### src/rtl/pseudo_pkg.sv
// Shared types and constants for the pseudo busy-unit array.
package pseudo_pkg;

  typedef enum logic [1:0] {
    ST_IDLE = 2'd0,
    ST_RUN  = 2'd1,
    ST_DONE = 2'd2
  } chan_state_e;

  localparam int MODE_IGNORE  = 0;
  localparam int MODE_RESTART = 1;

endpackage

### src/rtl/pseudo_busy_array_if.sv
// Bundle of the per-channel start/length inputs and status outputs.
// Handshake: Start[c] is a one-cycle request with BusyCycles[c] as its payload;
// there is no ready - a request is taken when channel c is IDLE/DONE (or RUN in
// restart mode), otherwise it is dropped and recorded in Overrun[c].
interface pseudo_busy_array_if #(
  parameter int CHANNELS = 4,
  parameter int CNT_W    = 8
);
  logic [CHANNELS-1:0]       Start;
  logic [CHANNELS*CNT_W-1:0] BusyCycles;
  logic [CHANNELS-1:0]       Busy;
  logic [CHANNELS-1:0]       End;
  logic [CHANNELS-1:0]       Overrun;
  logic                      AllIdle;

  modport master (
    output Start, BusyCycles,
    input  Busy, End, Overrun, AllIdle
  );

  modport slave (
    input  Start, BusyCycles,
    output Busy, End, Overrun, AllIdle
  );
endinterface

### src/rtl/pseudo_busy_chan.sv
// One fake processing unit: IDLE -> RUN for N cycles -> one-cycle DONE.
// The state register is exported on state_o for the array summary and for debug.
module pseudo_busy_chan
  import pseudo_pkg::*;
#(
  parameter int CNT_W     = 8,
  parameter int RETRIGGER = MODE_IGNORE
) (
  input  logic             Clock,
  input  logic             Reset,
  input  logic             start_i,
  input  logic [CNT_W-1:0] cycles_i,
  output logic             busy_o,
  output logic             end_o,
  output logic             overrun_o,
  output chan_state_e      state_o
);

  chan_state_e      state_q, state_d;
  logic [CNT_W-1:0] cnt_q, cnt_d;
  logic             overrun_q, overrun_d;
  logic             busy_q, busy_d;
  logic             end_q, end_d;
  logic             load;

  // A start is taken outside RUN always, and inside RUN only in restart mode.
  assign load = start_i && ((state_q != ST_RUN) || (RETRIGGER == MODE_RESTART));

  always_ff @(posedge Clock or posedge Reset) begin
    if (Reset) begin
      state_q   <= ST_IDLE;
      cnt_q     <= '0;
      overrun_q <= 1'b0;
      busy_q    <= 1'b0;
      end_q     <= 1'b0;
    end else begin
      state_q   <= state_d;
      cnt_q     <= cnt_d;
      overrun_q <= overrun_d;
      busy_q    <= busy_d;
      end_q     <= end_d;
    end
  end

  always_comb begin
    state_d   = state_q;
    cnt_d     = cnt_q;
    overrun_d = overrun_q;
    if ((RETRIGGER == MODE_IGNORE) && start_i && (state_q == ST_RUN)) begin
      overrun_d = 1'b1;
    end
    if (load) begin
      if (cycles_i == '0) begin
        state_d = ST_DONE;
        cnt_d   = '0;
      end else begin
        state_d = ST_RUN;
        cnt_d   = cycles_i;
      end
    end else begin
      case (state_q)
        ST_RUN: begin
          if (cnt_q == CNT_W'(1)) begin
            state_d = ST_DONE;
            cnt_d   = '0;
          end else begin
            cnt_d = cnt_q - CNT_W'(1);
          end
        end
        default: state_d = ST_IDLE;
      endcase
    end
  end

  // Outputs are decoded from the next state so Busy/End come straight off flops.
  always_comb begin
    busy_d = (state_d == ST_RUN);
    end_d  = (state_d == ST_DONE);
  end

  assign busy_o    = busy_q;
  assign end_o     = end_q;
  assign overrun_o = overrun_q;
  assign state_o   = state_q;

endmodule

### src/rtl/pseudo_busy_array.sv
// Array of independent fake busy units with an all-idle summary.
module pseudo_busy_array
  import pseudo_pkg::*;
#(
  parameter int CHANNELS  = 4,
  parameter int CNT_W     = 8,
  parameter int RETRIGGER = MODE_IGNORE
) (
  input  logic                Clock,
  input  logic                Reset,
  pseudo_busy_array_if.slave  bus
);

  logic [CHANNELS-1:0] busy_v;
  logic [CHANNELS-1:0] end_v;
  logic [CHANNELS-1:0] overrun_v;
  logic [CHANNELS-1:0] idle_v;
  chan_state_e         state_v [CHANNELS];

  for (genvar c = 0; c < CHANNELS; c++) begin : g_chan
    pseudo_busy_chan #(
      .CNT_W     (CNT_W),
      .RETRIGGER (RETRIGGER)
    ) u_chan (
      .Clock     (Clock),
      .Reset     (Reset),
      .start_i   (bus.Start[c]),
      .cycles_i  (bus.BusyCycles[c*CNT_W +: CNT_W]),
      .busy_o    (busy_v[c]),
      .end_o     (end_v[c]),
      .overrun_o (overrun_v[c]),
      .state_o   (state_v[c])
    );
    // DONE counts as not idle: its End pulse is still pending.
    assign idle_v[c] = (state_v[c] == ST_IDLE);
  end

  assign bus.Busy    = busy_v;
  assign bus.End     = end_v;
  assign bus.Overrun = overrun_v;
  assign bus.AllIdle = &idle_v;

endmodule

### src/flat_wrapper.sv
// flat-port wrapper written by rule: the top's interface ports become plain ports
module pseudo_busy_array_flat import pseudo_pkg::*;
#(
  parameter int CHANNELS  = 4,
  parameter int CNT_W     = 8,
  parameter int RETRIGGER = MODE_IGNORE
)
  (Clock, Reset, bus_Start, bus_BusyCycles, bus_Busy, bus_End, bus_Overrun, bus_AllIdle);
  pseudo_busy_array_if #(.CHANNELS(CHANNELS), .CNT_W(CNT_W)) bus_i ();
  input  logic Clock;
  input  logic Reset;
  input wire logic [$bits(bus_i.Start)-1:0] bus_Start;
  input wire logic [$bits(bus_i.BusyCycles)-1:0] bus_BusyCycles;
  output wire logic [$bits(bus_i.Busy)-1:0] bus_Busy;
  output wire logic [$bits(bus_i.End)-1:0] bus_End;
  output wire logic [$bits(bus_i.Overrun)-1:0] bus_Overrun;
  output wire logic [$bits(bus_i.AllIdle)-1:0] bus_AllIdle;
  assign bus_i.Start = bus_Start;
  assign bus_i.BusyCycles = bus_BusyCycles;
  assign bus_Busy = bus_i.Busy;
  assign bus_End = bus_i.End;
  assign bus_Overrun = bus_i.Overrun;
  assign bus_AllIdle = bus_i.AllIdle;
  pseudo_busy_array #(.CHANNELS(CHANNELS), .CNT_W(CNT_W), .RETRIGGER(RETRIGGER)) u_core (.Clock(Clock), .Reset(Reset), .bus(bus_i));
endmodule
### config.mk
export PLATFORM = sky130hd
export DESIGN_NAME = pseudo_busy_array_flat
export DESIGN_NICKNAME = d
export VERILOG_FILES = /design/src/rtl/pseudo_pkg.sv /design/src/rtl/pseudo_busy_array_if.sv /design/src/rtl/pseudo_busy_chan.sv /design/src/rtl/pseudo_busy_array.sv /design/src/flat_wrapper.sv
export SDC_FILE = /design/constraint.sdc
export NUM_CORES = 1
export LEC_CHECK = 0
export ABC_AREA = 1
export BUFFER_PORTS_ARGS = -buffer_cell sky130_fd_sc_hd__buf_2
export CORE_MARGIN = 5
export CORE_UTILIZATION = 50
export DETAILED_ROUTE_END_ITERATION = 10
export GPL_TIMING_DRIVEN = 0
export PLACE_DENSITY = 0.74
export SETUP_SLACK_MARGIN = 0.4
export SLEW_MARGIN = 40
export SYNTH_ARGS = -nofsm -noshare
export SYNTH_HDL_FRONTEND = slang
export SYNTH_SLANG_ARGS = --single-unit
### constraint.sdc
create_clock -name Clock -period 2 [get_ports Clock]
set_input_delay 0.3 -clock Clock [delete_from_list [all_inputs] [get_ports Clock]]
set_output_delay 0.3 -clock Clock [all_outputs]
set_load 0.005 [all_outputs]
==> metrics <==
status=finished clean; initial DRC count=105; crit path time final=1540 ps; largest fanout on the critical path=2; cts bufs inserted=5; Critical Path End Type=primary output; Via-to-Cell Ratio=5.13; Final Hold Fails=0; Worst Reg2Reg Path Length in Cells=7; Final HPWL DP=4950 um; final net count=486; FF+latch count, synth=52; dpl ws=626 ps; drt total wl=6480 um; WP data required=1700 ps; r2r startpoint=u_core.g_chan[1].u_chan.cnt_q[1]$_DFFE_PP0P_; I/O pin total=51; antenna violations before repair=0; leading area contributor after synthesis=dfrtp_1; largest net degree at the start of global routing=44; CTS max path bufs=2; final period utilization=0.772; synthesized area=3110 sq um; Placeable Area=5990 sq um; gr ovfl total=0; CTS tree=yes; critical path type=reg -> out; first-pass GRT wire length=11500 um; WP data arrival=1240 ps; vias in the first global route=2633; Avg WL per Cell=12.6 um; DRC errors left=0; die area=7910 sq um; Sw Share=0.428; Gate power share=0.490; Post-Layout Cell Count=515; final-report max-slew violation count=0; # clock sinks=52; Area growth syn-to-layout=15.8%; clk slew on worst S/H paths=90 ps; Yosys cell types=32; post-route ant nets=0; Syn. warnings=0; GPL Wtd Cong=0.876; DRT Pass-1 Iters=4; Int Power=0.00281 W; skew final=6.49 ps; Clk pwr share=0.131; total power=0.00491 W; Chip Height=88.9 um; GRT Total Usage=0.182; synthesized area per cell=8.20 sq um; placed cells=506; register area share after synthesis=0.418; placed cell area=3480 sq um; Fmax=648 MHz; most frequent cells in the layout=nand2_1, inv_1, dfrtp_1; switching component of the power=0.00210 W; ANT cells=0; Worst Setup SP=u_core.g_chan[0].u_chan.state_o[1]$_DFF_PP0_; syn_nets=426; final instance area=3610 sq um; count of input and output buffers=50; RSZ-0062 raised after global routing=true; leakage=1.80 nW; H-tree depth=2; Hold Crit Class=in -> reg; critical path capture point=bus_AllIdle; row count=28; via count=2643; Initial Util=0.520; Syn Inst Count=380; relative slew slack=0.663; maxcap violations=0; Reg power frac=0.379; largest cells by area after synthesis=dfrtp_1, nand2_1, inv_1, o21bai_1, o21ai_0; Worst VDD drop=0.000769 V; Skew-Pair Late Insertion Delay=310 ps; final worst setup slack=456 ps; actual slew at the worst max-slew pin=500 ps; Core Util, Final=0.602; final setup fails=0; most common cell after layout, fill and taps aside=nand2_1; worst reg2reg path endpoint=u_core.g_chan[1].u_chan.cnt_q[6]$_DFFE_PP0P_; CP startpoint kind=flop; DIE WIDTH=88.9 um; PwrDens=1360 nW/um^2; top cell type's share of synthesized area=0.418; reg-to-reg slack, setup=620 ps; ratio of cells with drive above 1 in the final layout=0.243; CTS root buf=clkbuf_8
-- flip-flops by register name (all words and copies together), names as in the netlist --
register and flops:
u_core.g_chan.u_chan.cnt_q 32, u_core.g_chan.u_chan.overrun_o 4, u_core.g_chan.u_chan.state_o 8, u_core.g_chan.u_chan.end_o 4
u_core.g_chan.u_chan.busy_o 4
-- critical path, cell delays in order (launching register included) --
cell and delay, ps:
dfrtp_1 400, nor4_2 260, and2_1 170, buf_2 110
-- power groups by stage --
stage | Clock (W) | Combinational, W | Sequential (W)
finish | 0.000642 | 0.00241 | 0.00186
global route | 0.000709 | 0.00276 | 0.00193
CTS | 0.000665 | 0.00242 | 0.00186
detailed placement | 0 | 0.00238 | 0.00187
global placement | 0 | 0.00229 | 0.00187
floorplan | 0 | 0.00191 | 0.00179
-- timing repair --
action,in CTS,in global routing
cloned,0,0
hold endpoints to repair,9,0
hold buffers,1,0
endpoints found under the setup margin,1,1
pin swaps,0,2
gates resized for setup,1,1
setup buffers,1,0
-- kinds of logic (layout without fill, tap and decap cells) --
group                    Yosys count  in the layout  synth area share
XOR/XNOR                          15             15            0.0422
adder cells (fa/ha/maj)            8              8            0.0321
AND/OR/NAND/NOR                  158            158             0.247
flip-flops                        52             52             0.418
AO/OA/AOI/OAI                     73             73             0.153
buffers and inverters             74            134             0.107
-- per-stage QoR --
step | hold slack [ps] | TNS [ps]
after floorplan | 427 | 0
after global placement | 462 | -13050
after detailed placement | 212 | 0
after CTS | 222 | 0
after global routing | 238 | 0
final | 230 | 0
-- area by class of cell --
cell class                      count  area [sq um]
Timing Repair Buffer               53           288
Buffer                             13           101
Inverter                           61           234
Multi-Input combinational cell    254          1490
Sequential cell                    52          1300
Tap cell                           75          93.8
Clock buffer                        7          96.3
Fill cell                         528          2380
-- worst min-delay path by stage --
stage                                                        startpoint                                             to  cells past startpoint
after CTS                                            bus_BusyCycles[25]   u_core.g_chan[3].u_chan.cnt_q[1]$_DFFE_PP0P_                      3
after detailed placement                                          Reset  u_core.g_chan[0].u_chan.overrun_o$_DFFE_PP0P_                      2
after floorplan                                       bus_BusyCycles[1]   u_core.g_chan[0].u_chan.cnt_q[1]$_DFFE_PP0P_                      2
after global routing                                 bus_BusyCycles[26]   u_core.g_chan[3].u_chan.cnt_q[2]$_DFFE_PP0P_                      3
final                                                bus_BusyCycles[25]   u_core.g_chan[3].u_chan.cnt_q[1]$_DFFE_PP0P_                      3
after global placement    u_core.g_chan[1].u_chan.overrun_o$_DFFE_PP0P_  u_core.g_chan[1].u_chan.overrun_o$_DFFE_PP0P_                      1
-- per-layer routing --
metal	track usage	vias up	part of all wire
met3	0.0387	9	0.054
li1	-	1346	-
met1	0.244	1228	0.47
met2	0.297	60	0.46
met5	0	-	0
met4	0.0522	0	0.012
-- cells in the mapped netlist --
cell type	number
a31oi_1	1
nor4_1	3
nand3_2	3
a22oi_2	2
nand4_1	6
nand2_2	6
inv_1	55
buf_4	12
o21ai_0	28
nand2_1	66
and2_1	1
ha_1	8
nand3_1	27
xor2_1	12
inv_4	1
nor3_2	2
nand2_4	5
o211ai_1	3
a22oi_1	1
o21bai_1	20
nor2_2	2
xnor2_1	3
o22ai_1	9
o21bai_2	1
dfrtp_1	52
a21oi_2	1
a21oi_1	3
nor2_1	33
o221ai_1	4
inv_2	5
buf_6	1
nor2_4	4
Note: power is estimated with default switching activity, not from simulation.
